<file path="src/rtl/div_ctrl.sv">
// Sequencer between EX and the shared iterative divider: special-case bypass,
// flush kill and latency watchdog.  States: IDLE | BUSY | WAIT_RELEASE | DONE
module div_ctrl #(
  parameter int XLEN        = 32,
  parameter int TIMEOUT_CYC = 40
) (
  input  logic              clk,
  input  logic              rst,
  input  logic              flush_i,
  input  logic              req_i,
  input  logic [1:0]        op_i,
  input  logic [XLEN-1:0]   opdata1_i,
  input  logic [XLEN-1:0]   opdata2_i,
  output logic              stallreq_o,
  output logic [XLEN-1:0]   result_o,
  output logic              result_valid_o,
  output logic              timeout_o,
  output logic              div_start_o,
  output logic              div_annul_o,
  output logic              div_signed_o,
  output logic [XLEN-1:0]   div_opdata1_o,
  output logic [XLEN-1:0]   div_opdata2_o,
  input  logic [2*XLEN-1:0] div_result_i,
  input  logic              div_ready_i
);

  localparam int CW = $clog2(TIMEOUT_CYC + 1);
  localparam logic [CW-1:0]   CNT_MAX = CW'(TIMEOUT_CYC);
  localparam logic [XLEN-1:0] SMIN    = {1'b1, {(XLEN-1){1'b0}}};

  typedef enum logic [1:0] {IDLE, BUSY, WAIT_RELEASE, DONE} state_t;

  state_t          state_q, state_d;
  logic            rem_q, rem_d;
  logic            signed_q, signed_d;
  logic [XLEN-1:0] opa_q, opa_d;
  logic [XLEN-1:0] opb_q, opb_d;
  logic [XLEN-1:0] result_q, result_d;
  logic [CW-1:0]   cnt_q, cnt_d;
  logic [CW-1:0]   cnt_inc;
  logic            timeout_q, timeout_d;
  logic            annul;

  always_ff @(posedge clk or posedge rst) begin
    if (rst) begin
      state_q   <= IDLE;
      rem_q     <= 1'b0;
      signed_q  <= 1'b0;
      opa_q     <= '0;
      opb_q     <= '0;
      result_q  <= '0;
      cnt_q     <= '0;
      timeout_q <= 1'b0;
    end else begin
      state_q   <= state_d;
      rem_q     <= rem_d;
      signed_q  <= signed_d;
      opa_q     <= opa_d;
      opb_q     <= opb_d;
      result_q  <= result_d;
      cnt_q     <= cnt_d;
      timeout_q <= timeout_d;
    end
  end

  always_comb begin
    state_d   = state_q;
    rem_d     = rem_q;
    signed_d  = signed_q;
    opa_d     = opa_q;
    opb_d     = opb_q;
    result_d  = result_q;
    cnt_d     = cnt_q;
    timeout_d = timeout_q;
    annul     = 1'b0;
    cnt_inc   = (cnt_q == CNT_MAX) ? cnt_q : cnt_q + 1'b1;

    case (state_q)
      IDLE: begin
        if (req_i && !flush_i) begin
          rem_d    = op_i[1];
          signed_d = ~op_i[0];
          opa_d    = opdata1_i;
          opb_d    = opdata2_i;
          cnt_d    = '0;
          // RISC-V defined results for divide-by-zero and signed overflow
          if (opdata2_i == '0) begin
            result_d = op_i[1] ? opdata1_i : '1;
            state_d  = DONE;
          end else if (!op_i[0] && opdata1_i == SMIN && opdata2_i == '1) begin
            result_d = op_i[1] ? '0 : SMIN;
            state_d  = DONE;
          end else begin
            state_d = BUSY;
          end
        end
      end
      BUSY: begin
        cnt_d = cnt_inc;
        if (flush_i) begin
          annul   = 1'b1;
          state_d = IDLE;
        end else if (div_ready_i) begin
          result_d = rem_q ? div_result_i[2*XLEN-1:XLEN] : div_result_i[XLEN-1:0];
          state_d  = DONE;
        end else if (cnt_inc == CNT_MAX) begin
          annul     = 1'b1;
          timeout_d = 1'b1;
          state_d   = WAIT_RELEASE;
        end
      end
      WAIT_RELEASE: begin
        if (flush_i) begin
          annul   = 1'b1;
          state_d = IDLE;
        end else begin
          result_d = '0;
          state_d  = DONE;
        end
      end
      DONE: state_d = IDLE;
      default: state_d = IDLE;
    endcase
  end

  // Gated by rst so every output reads 0 while reset is held, even with req_i high
  assign stallreq_o     = ~rst & (((state_q == IDLE) & req_i & ~flush_i) |
                                  (state_q == BUSY) | (state_q == WAIT_RELEASE));
  assign div_start_o    = (state_q == BUSY);
  assign div_annul_o    = annul;
  assign result_valid_o = (state_q == DONE);
  assign result_o       = result_q;
  assign timeout_o      = timeout_q;
  assign div_signed_o   = signed_q;
  assign div_opdata1_o  = opa_q;
  assign div_opdata2_o  = opb_q;

endmodule

</file>
<file path="config.mk">
export PLATFORM = sky130hd
export DESIGN_NAME = div_ctrl
export DESIGN_NICKNAME = d
export VERILOG_FILES = /design/src/rtl/div_ctrl.sv
export SDC_FILE = /design/constraint.sdc
export NUM_CORES = 1
export LEC_CHECK = 0
export ABC_AREA = 1
export CAP_MARGIN = 20
export CORE_UTILIZATION = 25
export DETAILED_ROUTE_END_ITERATION = 10
export PLACE_DENSITY_LB_ADDON = 0.12
export REMOVE_ABC_BUFFERS = 1
export SYNTH_ARGS = -nofsm -noshare
export SYNTH_HDL_FRONTEND = slang
export SYNTH_SLANG_ARGS = --single-unit
</file>
<file path="constraint.sdc">
create_clock -name clk -period 7.2 [get_ports clk]
set_clock_uncertainty 0.05 [all_clocks]
set_input_delay 1.44 -clock clk [delete_from_list [all_inputs] [get_ports clk]]
set_output_delay 1.44 -clock clk [all_outputs]
set_load 0.03 [all_outputs]
</file>
---- Word level (Yosys, flattened, before mapping) ----
Cells that the tools add are included.
word-level totals
  register bits ........................... 107
operators by class
  reduce and logical (&&, ||, !) cells .... 14
  muxes and demuxes ....................... 26
  $add $sub $neg .......................... 1
  bitwise operators ....................... 9
  equality and inequality tests ........... 13
operators with widths
  cell                  count
  $mux 32               9
  $pmux 32 s3           1
  $eq 32x32->1 const B  2
  $logic_not 32->1      1
  $mux 2                7
  $eq 6x6->1 const B    2
  $mux 6                2
  $pmux 6 s2            1
  $pmux 2 s4            1
  $add 6x1->6 const B   1
  $ne 2x2->1 const B    3
  $reduce_and 2->1      3
  $reduce_and 6->1      1
  $eq 2x2->1 const B    2
  $mux 1                4
  $ne 4x2->1 const B    1
  $not 1->1             4
  $reduce_and 4->1      1
  $and 1x1->1           3
  $logic_and 1x1->1     3
  $ne 3x3->1 const B    1
  $reduce_bool 3->1     1
  $eq 2x1->1 const B    1
  $logic_not 1->1       2
  other kinds (5)       6

---- Depth between registers and ports, before layout ----
  depth in word-level cells ............... 7
  gate-level depth with buffers ........... 12
  mapped depth without buffers ............ 12

---- Worst setup path before layout ----
Ideal clock, no wire load.
  path kind ............................... input to output
  from .................................... in flush_i
  to ...................................... out stallreq_o
  stages .................................. 4
  path buffers ............................ 1
  slack ................................... 3342 ps
  required time ........................... 5710 ps
  arrival time ............................ 2368 ps
  cell sequence ........................... inv_1 -> nand3_1 -> clkbuf_1 -> a21oi_1
on the way
  longest elaborated chain between the ends .. 5
RTL lines
  element              line  text
  start, declared      9     input logic flush_i,
  $not 1->1 (no line)  -
  $and 1x1->1          127   assign stallreq_o = ~rst & (((state_q == IDLE) & req_i & ~flush_i) |
  $or 1x1->1           127
  $or 1x1->1           128   (state_q == BUSY) | (state_q == WAIT_RELEASE));
  $and 1x1->1          127
  end, declared        14    output logic stallreq_o,
Every way passes these cells.

---- Worst setup path after layout ----
Same ends and word-level chain as after synthesis.

==> metrics.cfg <==
[synth]
syn_inst=737
synth_top_area_share_pct=47.5
synth_area_leader_cell=dfrtp_1
ys_ff_latch=107
yosysWarnings=0
synthTopCellsByArea=dfrtp_1 48%, nand2_1 14%, o21ai_0 9.9%
ys_seq_area_share_pct=47.5
syn_avg_cell_area_um2=7.65
synth_cell_type_count=28
syn_area_um2=5640

[drt]
drt_iter0_drc=289
routed_wl_um=19800
first_pass_iters=9
vias=5465
via_per_inst=4.43
drc=12
wl_per_cell_um=16.1
ant_nets=0

[clock_network]
hold_buffers=0
cts_buffers=9
h-tree-depth=3
cts_tree=yes
clk_pin_slew_worst_paths_ps=80
post_cts_resized=0
insertion_delay_ps=350
postCtsSetupBuffers=0
clock-root-buffer=clkbuf_16
clockBufferDepth=2
cts.sinks=107

[global_route]
grt_pass1_wl_um=31200
grt_max_degree=80
grt_pass1_vias=5511
antenna_found_initial=0
overflow=0
grt_usage_pct=17.4

[floorplanning]
core_um2=22000
row_count=54
fp.dieW_um=152
boundaryPins=237
die_h_um=152
die_area_um2=23200
start_util_pct=25.7

[status]
status=complete, but fails checks
violations=design-rule violations

[placed_design]
post-dp-hpwl_um=14100
place_area_um2=8200
gp_congestion=0.826
io_buffers=236
dpl_worst_slack_ps=2390

[timing]
setup_slack_ps=2410
final-setup-viol-count=0
rsz0062_at_grt=no
final_max_slew_viol_count=0
tightestPinTransition_ps=1090
hold_viol=0
max_freq_mhz=209
fin_crit_ps=4790
slew-limit-headroom_pct=27.3
finalCritPeriodShare_pct=66.5
setup_tns_ps=0

[power_and_ir_drop]
p_int_w=0.00188
p_sw_w=0.00161
p_clk_share_pct=16.0
seqPwrFrac_pct=27.8
max-vdd-ir-drop_uv=172
p_leak_nw=3.84
combPwrFrac_pct=56.2
netSwitchingFraction_pct=46.1
power_density_nw_per_um2=409

[critical_path]
required_ps=5710
start_kind=input port
path_max_fanout=37
rr_worst_depth=9
r2r_end=result_o[10]
worstReg2RegStart=state_q[0]
crit_type=in -> out
arrival_ps=3300
reg2reg_setup_slack_ps=4280
crit_path_end_kind=primary output

[final_layout]
seq_area_um2=2680
drive_gt1_share_pct=5.45
fin_nets=1091
finalInstanceArea_um2=8560
fin_util_pct=39.0
multi_input_area_um2=2520
nFillCells=2252
n_antenna_cell=0
area_delta_synth_final_pct=51.9
most-common-layout-cells=235 x clkdlybuf4s50_1, 207 x nand2_1, 112 x o21ai_0
layout.cells.most_common=clkdlybuf4s50_1

[worst_hold_path]
hold_path_depth=2
min_from=result_o[5]
holdCritPathClass=reg -> reg
min_to=result_o[5]

[flow_run]
cap_violations=0

[synth_stat cells, drive strengths merged]
cell type,instances
buf,18
a21boi,1
mux2,19
o21a,1
o21ai,113
nor4,1
a21oi,38
inv,68
nand3b,1
nand2,209
nor2,81
o21bai,1
nor3,1
nand4,9
clkbuf,23
nand3,35
xor2,1
dfrtp,107
o22ai,3
ha,7
[per-layer routing]
layer  vias up  track usage [%]  share of wire [%]
met5         -                0                  0
met4         0             4.81                1.5
met3        17             5.12                7.0
met2       159             27.6                 45
met1      2493             22.8                 47
li1       2796                -                  -
[logic make-up after synthesis]
family / count (synthesis) / share of synthesized area [%]
AO/OA/AOI/OAI: 157 / 14.3
XOR/XNOR: 1 / 0.155
adder cells (fa/ha/maj): 7 / 1.55
buffers and inverters: 109 / 8.17
flip-flops: 107 / 47.5
multiplexers: 19 / 3.80
AND/OR/NAND/NOR: 337 / 24.5
[power by group through the flow]
stage,logic [W],clock network (W),registers (W)
2_1_floorplan,0.000652,0,0.00142
3_3_place_gp,0.00197,0,0.000974
3_5_place_dp,0.00197,0,0.000979
4_1_cts,0.00197,0.000585,0.000973
5_1_grt,0.00213,0.000607,0.00100
6_report,0.00197,0.000560,0.000971
[state kept, by name, indices dropped and copies added, names as in the netlist]
name / flops
timeout_o: 1
result_o: 32
div_signed_o: 1
state_q: 2
div_opdata1_o: 32
div_opdata2_o: 32
rem_q: 1
cnt_q: 6
[how the worst max path moves through the flow]
stage            start    endpoint  slack [ps]
3_5_place_dp   flush_i  stallreq_o        2390
3_3_place_gp   flush_i  stallreq_o        2410
4_1_cts        flush_i  stallreq_o        2380
5_1_grt        flush_i  stallreq_o        2270
6_report       flush_i  stallreq_o        2410
2_1_floorplan  flush_i  stallreq_o        1090
[metrics by stage]
stage / hold slack, ps / instances / power (W)
CTS: 427 / 1233 / 0.00353
finish: 423 / 1234 / 0.00350
floorplan: 467 / 696 / 0.00207
global route: 449 / 1234 / 0.00374
detailed placement: 407 / 1217 / 0.00295
global placement: 403 / 1217 / 0.00294
[final cells by class]
type / count / share of cell area [%]
flip-flops and latches: 107 / 31.3
clock inverters: 7 / 1.24
multi-input cells: 521 / 29.4
repair buffers: 242 / 28.3
well taps: 280 / 4.09
inverters: 68 / 3.01
clock buffers: 9 / 2.63
[critical path: stages]
cell,delay (ps)
clkdlybuf4s50_1,440
inv_1,160
nand3_4,330
a21oi_1,240
clkdlybuf4s50_1,680
Power figures use the tool's default switching activity.
